$ cat config.mk
export PLATFORM = sky130hd
export DESIGN_NAME = mem_wb_stage
export DESIGN_NICKNAME = d
export VERILOG_FILES = /design/src/rtl/mem_wb_stage_pkg.sv /design/src/rtl/mem_wb_stage_byte_lane_align.sv /design/src/rtl/mem_wb_stage.sv
export SDC_FILE = /design/constraint.sdc
export NUM_CORES = 1
export LEC_CHECK = 0
export CORE_MARGIN = 2
export CORE_UTILIZATION = 44
export DETAILED_ROUTE_END_ITERATION = 6
export PLACE_DENSITY = 0.8
export SLEW_MARGIN = 40
export SYNTH_ARGS = -nofsm -noshare
export SYNTH_HDL_FRONTEND = slang
export SYNTH_SLANG_ARGS = --single-unit
$ cat constraint.sdc
create_clock -name clk -period 2.3 [get_ports clk]
set_clock_uncertainty 0.05 [all_clocks]
set_input_delay 0.345 -clock clk [delete_from_list [all_inputs] [get_ports clk]]
set_output_delay 0.345 -clock clk [all_outputs]
set_load 0.02 [all_outputs]
$ cat src/rtl/mem_wb_stage_pkg.sv
// Shared types and constants for the MEM/WB stage.
// FSM encoding, byte-enable and register constants, alignment helper.
package mem_wb_stage_pkg;

  typedef enum logic {
    S_IDLE   = 1'b0,
    S_ACCESS = 1'b1
  } state_t;

  localparam logic [3:0] BE_WORD  = 4'hF;
  localparam logic [4:0] REG_ZERO = 5'd0;

  function automatic logic misaligned(
    input logic       is_byte,
    input logic [1:0] lane
  );
    return !is_byte && (lane != 2'b00);
  endfunction

endpackage

$ cat src/rtl/mem_wb_stage_byte_lane_align.sv
// Byte-lane steering between the 32-bit datapath and memory.
// Lane select drives byte enables, sb replication and lb extraction.
module byte_lane_align
  import mem_wb_stage_pkg::*;
(
  input  logic        byte_acc,
  input  logic [1:0]  lane,
  input  logic [31:0] store_data,
  input  logic [31:0] rdata,
  output logic [3:0]  be,
  output logic [31:0] wdata,
  output logic [31:0] load_data
);

  always_comb begin
    be        = BE_WORD;
    wdata     = store_data;
    load_data = rdata;
    if (byte_acc) begin
      be        = 4'b0001 << lane;
      wdata     = {4{store_data[7:0]}};
      load_data = {24'b0, rdata[{lane, 3'b000} +: 8]};
    end
  end

endmodule

$ cat src/rtl/mem_wb_stage.sv
// MEM/WB stage: data-memory handshake, EX stall and the
// register-file write port.
module mem_wb_stage
  import mem_wb_stage_pkg::*;
#(
  parameter int ADDR_W  = 32,
  parameter int TIMEOUT = 255
) (
  input  logic              clk,
  input  logic              rst_n,
  input  logic              ex_valid,
  input  logic              ex_mem_read,
  input  logic              ex_mem_write,
  input  logic              ex_byte,
  input  logic              ex_reg_write,
  input  logic [4:0]        ex_rd,
  input  logic [31:0]       ex_alu_result,
  input  logic [31:0]       ex_store_data,
  output logic              stall,
  output logic              mem_err,
  output logic              dm_req,
  output logic              dm_we,
  output logic [ADDR_W-3:0] dm_addr,
  output logic [3:0]        dm_be,
  output logic [31:0]       dm_wdata,
  input  logic [31:0]       dm_rdata,
  input  logic              dm_ack,
  output logic              RegWrite,
  output logic [4:0]        RegWr_ID,
  output logic [31:0]       Write_data,
  output logic              Load_Byte_control
);

  localparam int CW =
    (TIMEOUT < 2) ? 1 : $clog2(TIMEOUT + 1);
  localparam logic [CW-1:0] T_LAST = CW'(TIMEOUT - 1);
  localparam bit TO_EN = (TIMEOUT != 0);

  state_t state, state_nxt;

  logic [CW-1:0] cnt;
  logic          ld_q, byte_q, rw_q;
  logic [1:0]    lane_q;
  logic [4:0]    rd_q;

  logic          accept, is_mem, bad, start;
  logic          done, tout;
  logic          acc_byte;
  logic [1:0]    lane;
  logic [3:0]    be;
  logic [31:0]   wdata, load_data;

  assign stall  = (state == S_ACCESS);
  assign accept = ex_valid && !stall;
  assign is_mem = ex_mem_read || ex_mem_write;
  assign bad    = misaligned(ex_byte, ex_alu_result[1:0]);
  assign start  = accept && is_mem && !bad;
  assign done   = stall && dm_ack;
  assign tout   = stall && !dm_ack && TO_EN
                  && (cnt == T_LAST);

  // Request fields come from EX; load return uses the saved lane.
  assign acc_byte = stall ? byte_q : ex_byte;
  assign lane     = stall ? lane_q : ex_alu_result[1:0];

  byte_lane_align u_align (
    .byte_acc   (acc_byte),
    .lane       (lane),
    .store_data (ex_store_data),
    .rdata      (dm_rdata),
    .be         (be),
    .wdata      (wdata),
    .load_data  (load_data)
  );

  always_comb begin
    state_nxt = state;
    unique case (1'b1)
      start:        state_nxt = S_ACCESS;
      done || tout: state_nxt = S_IDLE;
      default:      state_nxt = state;
    endcase
  end

  always_ff @(posedge clk or negedge rst_n) begin
    if (!rst_n) state <= S_IDLE;
    else        state <= state_nxt;
  end

  always_ff @(posedge clk or negedge rst_n) begin
    if (!rst_n) begin
      cnt               <= '0;
      ld_q              <= 1'b0;
      byte_q            <= 1'b0;
      rw_q              <= 1'b0;
      lane_q            <= 2'b00;
      rd_q              <= REG_ZERO;
      mem_err           <= 1'b0;
      dm_req            <= 1'b0;
      dm_we             <= 1'b0;
      dm_addr           <= '0;
      dm_be             <= 4'h0;
      dm_wdata          <= 32'h0;
      RegWrite          <= 1'b0;
      RegWr_ID          <= REG_ZERO;
      Write_data        <= 32'h0;
      Load_Byte_control <= 1'b0;
    end else begin
      RegWrite <= 1'b0;
      if (accept && !is_mem && ex_reg_write
          && ex_rd != REG_ZERO) begin
        RegWrite          <= 1'b1;
        RegWr_ID          <= ex_rd;
        Write_data        <= ex_alu_result;
        Load_Byte_control <= 1'b0;
      end
      if (accept && is_mem && bad) mem_err <= 1'b1;
      if (start) begin
        dm_req   <= 1'b1;
        dm_we    <= !ex_mem_read;
        dm_addr  <= ex_alu_result[ADDR_W-1:2];
        dm_be    <= be;
        dm_wdata <= wdata;
        ld_q     <= ex_mem_read;
        byte_q   <= ex_byte;
        lane_q   <= ex_alu_result[1:0];
        rw_q     <= ex_reg_write;
        rd_q     <= ex_rd;
        cnt      <= '0;
      end
      if (stall) cnt <= cnt + 1'b1;
      if (done || tout) dm_req <= 1'b0;
      if (tout) mem_err <= 1'b1;
      if (done && ld_q && rw_q && rd_q != REG_ZERO) begin
        RegWrite          <= 1'b1;
        RegWr_ID          <= rd_q;
        Write_data        <= load_data;
        Load_Byte_control <= byte_q;
      end
    end
  end

endmodule

==> out/results.ini <==
[floorplanning]
fp-row-count = 41
coreArea_um2 = 12600
fp.dieH_um = 118
start_util = 0.450
boundaryPins = 218
die-area_um2 = 13800
die_x_um = 118

[route]
via_per_inst = 5.39
ant_nets = 0
wl_um = 18400
first_pass_iters = 5
wire_per_inst_um = 18.1
drc = 0
vias = 5485
drtIter0Drc = 436

[critical_path]
worstPathArrival_ns = 1.83
critPathLaunchType = flip-flop
end_kind = primary output
path_cells = clkdlybuf4s50_1
cp_max_fo = 17
worstPathRequired_ns = 1.90
crit_path_max_incr_delay_ns = 0.72
slowest_stage = clkdlybuf4s50_1
crit_type = reg2out
path_delay_family = buffers and inverters
critPathBufInv = 1

[place]
hpwlAfterDp_um = 13400
port_buffers = 217
place_area_um2 = 8240
place_congestion = 0.868
dp.cells = 987
dpl_worst_slack_ns = -0.165

[power]
ir_worst_vdd_mv = 0.702
powerDensity_nw_per_um2 = 1110
power_mw = 9.83
leakage_nw = 4.15

[sta]
max-slew-margin-rel = 0.537
post-route-min-period_ns = 2.23
hold_slack_ns = 0.393
post-route-period-util = 0.968
drv_slew = 0
rsz0062_at_grt = no
final-hold-violation-count = 0
max_freq_mhz = 449
tightest_slew_ns = 0.695
setup_viol = 0
layout_setup_ws_ns = 0.0728
totalNegativeSetupSlack_ns = 0

[clocking]
clockRootBuffer = clkbuf_16
cts_buffer_depth = 2
cts_resized = 0
clkTransAtPathRegs_ns = 0.06
cts_made_buffers = 17
hold_buffers = 1
clock_sink_count = 126
cts_max_level = 4
post-cts-setup-buffers = 0
clk_latency_ns = 0.41
tritoncts = yes

[synth]
netlist.area_leader.share = 0.555
ys_types = 41
yosys-top-cells-area = dfrtp_1 56%, nand2_1 13%, mux2i_1 6.9%, a21oi_1 5.4%, a31oi_1 2.6%
yosysTopAreaCell = dfrtp_1
synth_flop_cell = dfrtp_1
synth.most_common_cell = nand2_1
synth_warnings = 0
ys_ff_latch = 126
synth_edf_count = 0
synth_top_cells_by_count = 194 x nand2_1, 126 x dfrtp_1, 61 x a21oi_1
synth_fp_nets = 720
syn_inst = 609
synthArstFlopShare = 1.00
synth-seq-area-share = 0.555
syn_area_um2 = 5680
synth_area_per_cell_um2 = 9.32

[run]
drv_cap = 0

[global_routing]
grt_overflow_total = 0
grt_start_max_net_pins = 41
grt_pass1_vias = 5601
grtUsageTotal = 0.271
antenna_found_initial = 0
grt_pass1_wl_um = 29600

[cells_and_area]
finalInstanceArea_um2 = 8850
instances_no_fill = 1018
num-nets-final = 946
syn_to_final_growth_pct = 55.8
fin_util = 0.701
fill_cells = 975
drive_above_1_share = 0.0780
n_antenna_cell = 0

[run_status]
status = complete, no violations

[hold_path]
hp-class = in2async

report_power, final:
group | leakage, nW | internal, mW | switching (mW) | total [mW]
Sequential | 1.52 | 2.93 | 0.458 | 3.39
Clock | 0.292 | 1.80 | 0.922 | 2.72
Combinational | 2.34 | 1.80 | 1.92 | 3.72
registers in the layout (all words and copies together), names as in the netlist, 2 cells and up:
register    flops
cnt             8
dm_addr        30
rd_q            5
dm_wdata       32
RegWr_ID        5
Write_data     32
lane_q          2
dm_be           4
final cells by class:
type                    count  area, µm²  share of cell area
clock buffers              24        492              0.0556
clock inverters             6        108              0.0122
inverters                   2       7.51            0.000849
multi-input cells         438       2360               0.267
flip-flops and latches    126       3150               0.356
well taps                 172        215              0.0243
repair buffers            250       2510               0.283
worst reg2reg max path, delay by kind of cell (launching register included):
kind                   cells  cell delay (ns)
AOI/OAI and AO/OA          3             0.71
DFF                        1             0.40
buffers and inverters      1             0.34
and+or+nand+nor            1             0.57
worst paths after layout:
kind                       slack [ns]     from             end  cells past startpoint
max in group asynchronous        1.08    rst_n  Write_data[15]                      3
min in group clk                 0.41     ld_q            ld_q                      2
max                              0.07    stall           stall                      1
max reg2reg                      0.15  rd_q[2]  Write_data[20]                      5
min                              0.39    rst_n   Write_data[1]                      2
min reg2reg                      0.41     ld_q            ld_q                      2
metal layers:
layer,wire length [µm],GRT usage
met3,1110,0.0703
met5,0,0
met1,7440,0.322
met2,9310,0.471
met4,523,0.102
placed cells by master (no fill, tap or decap), types with 2 or more instances in the layout:
cell type	netlist	final
buf_12	0	7
clkinv_2	0	2
and3_1	2	2
clkdlybuf4s50_1	0	216
nand2_1	194	194
a31oi_1	24	24
inv_1	2	2
clkbuf_1	25	3
bufinv_16	0	3
buf_4	3	26
ha_1	2	2
a21oi_1	61	61
xnor2_1	2	2
mux2i_1	39	39
xor2_1	2	2
nor2_1	34	34
a221o_1	7	7
dfrtp_1	126	126
o21ai_0	24	24
clkbuf_8	0	4
clkbuf_16	0	17
or4_1	2	2
o21ai_1	3	2
nand2b_1	2	2
nor3b_1	2	2
a2bb2oi_1	9	9
nor3_1	4	4
and3b_1	3	3
nand3_1	6	6
or3_1	2	2
cells by family after synthesis:
family / count (synthesis) / share of synthesized area
xor+xnor: 4 / 0.00617
compound gates: 135 / 0.142
simple gates: 257 / 0.184
flops: 126 / 0.555
buf+inv: 45 / 0.0370
fa+ha+maj: 2 / 0.00441
mux: 40 / 0.0707
Power figures use the tool's default switching activity.
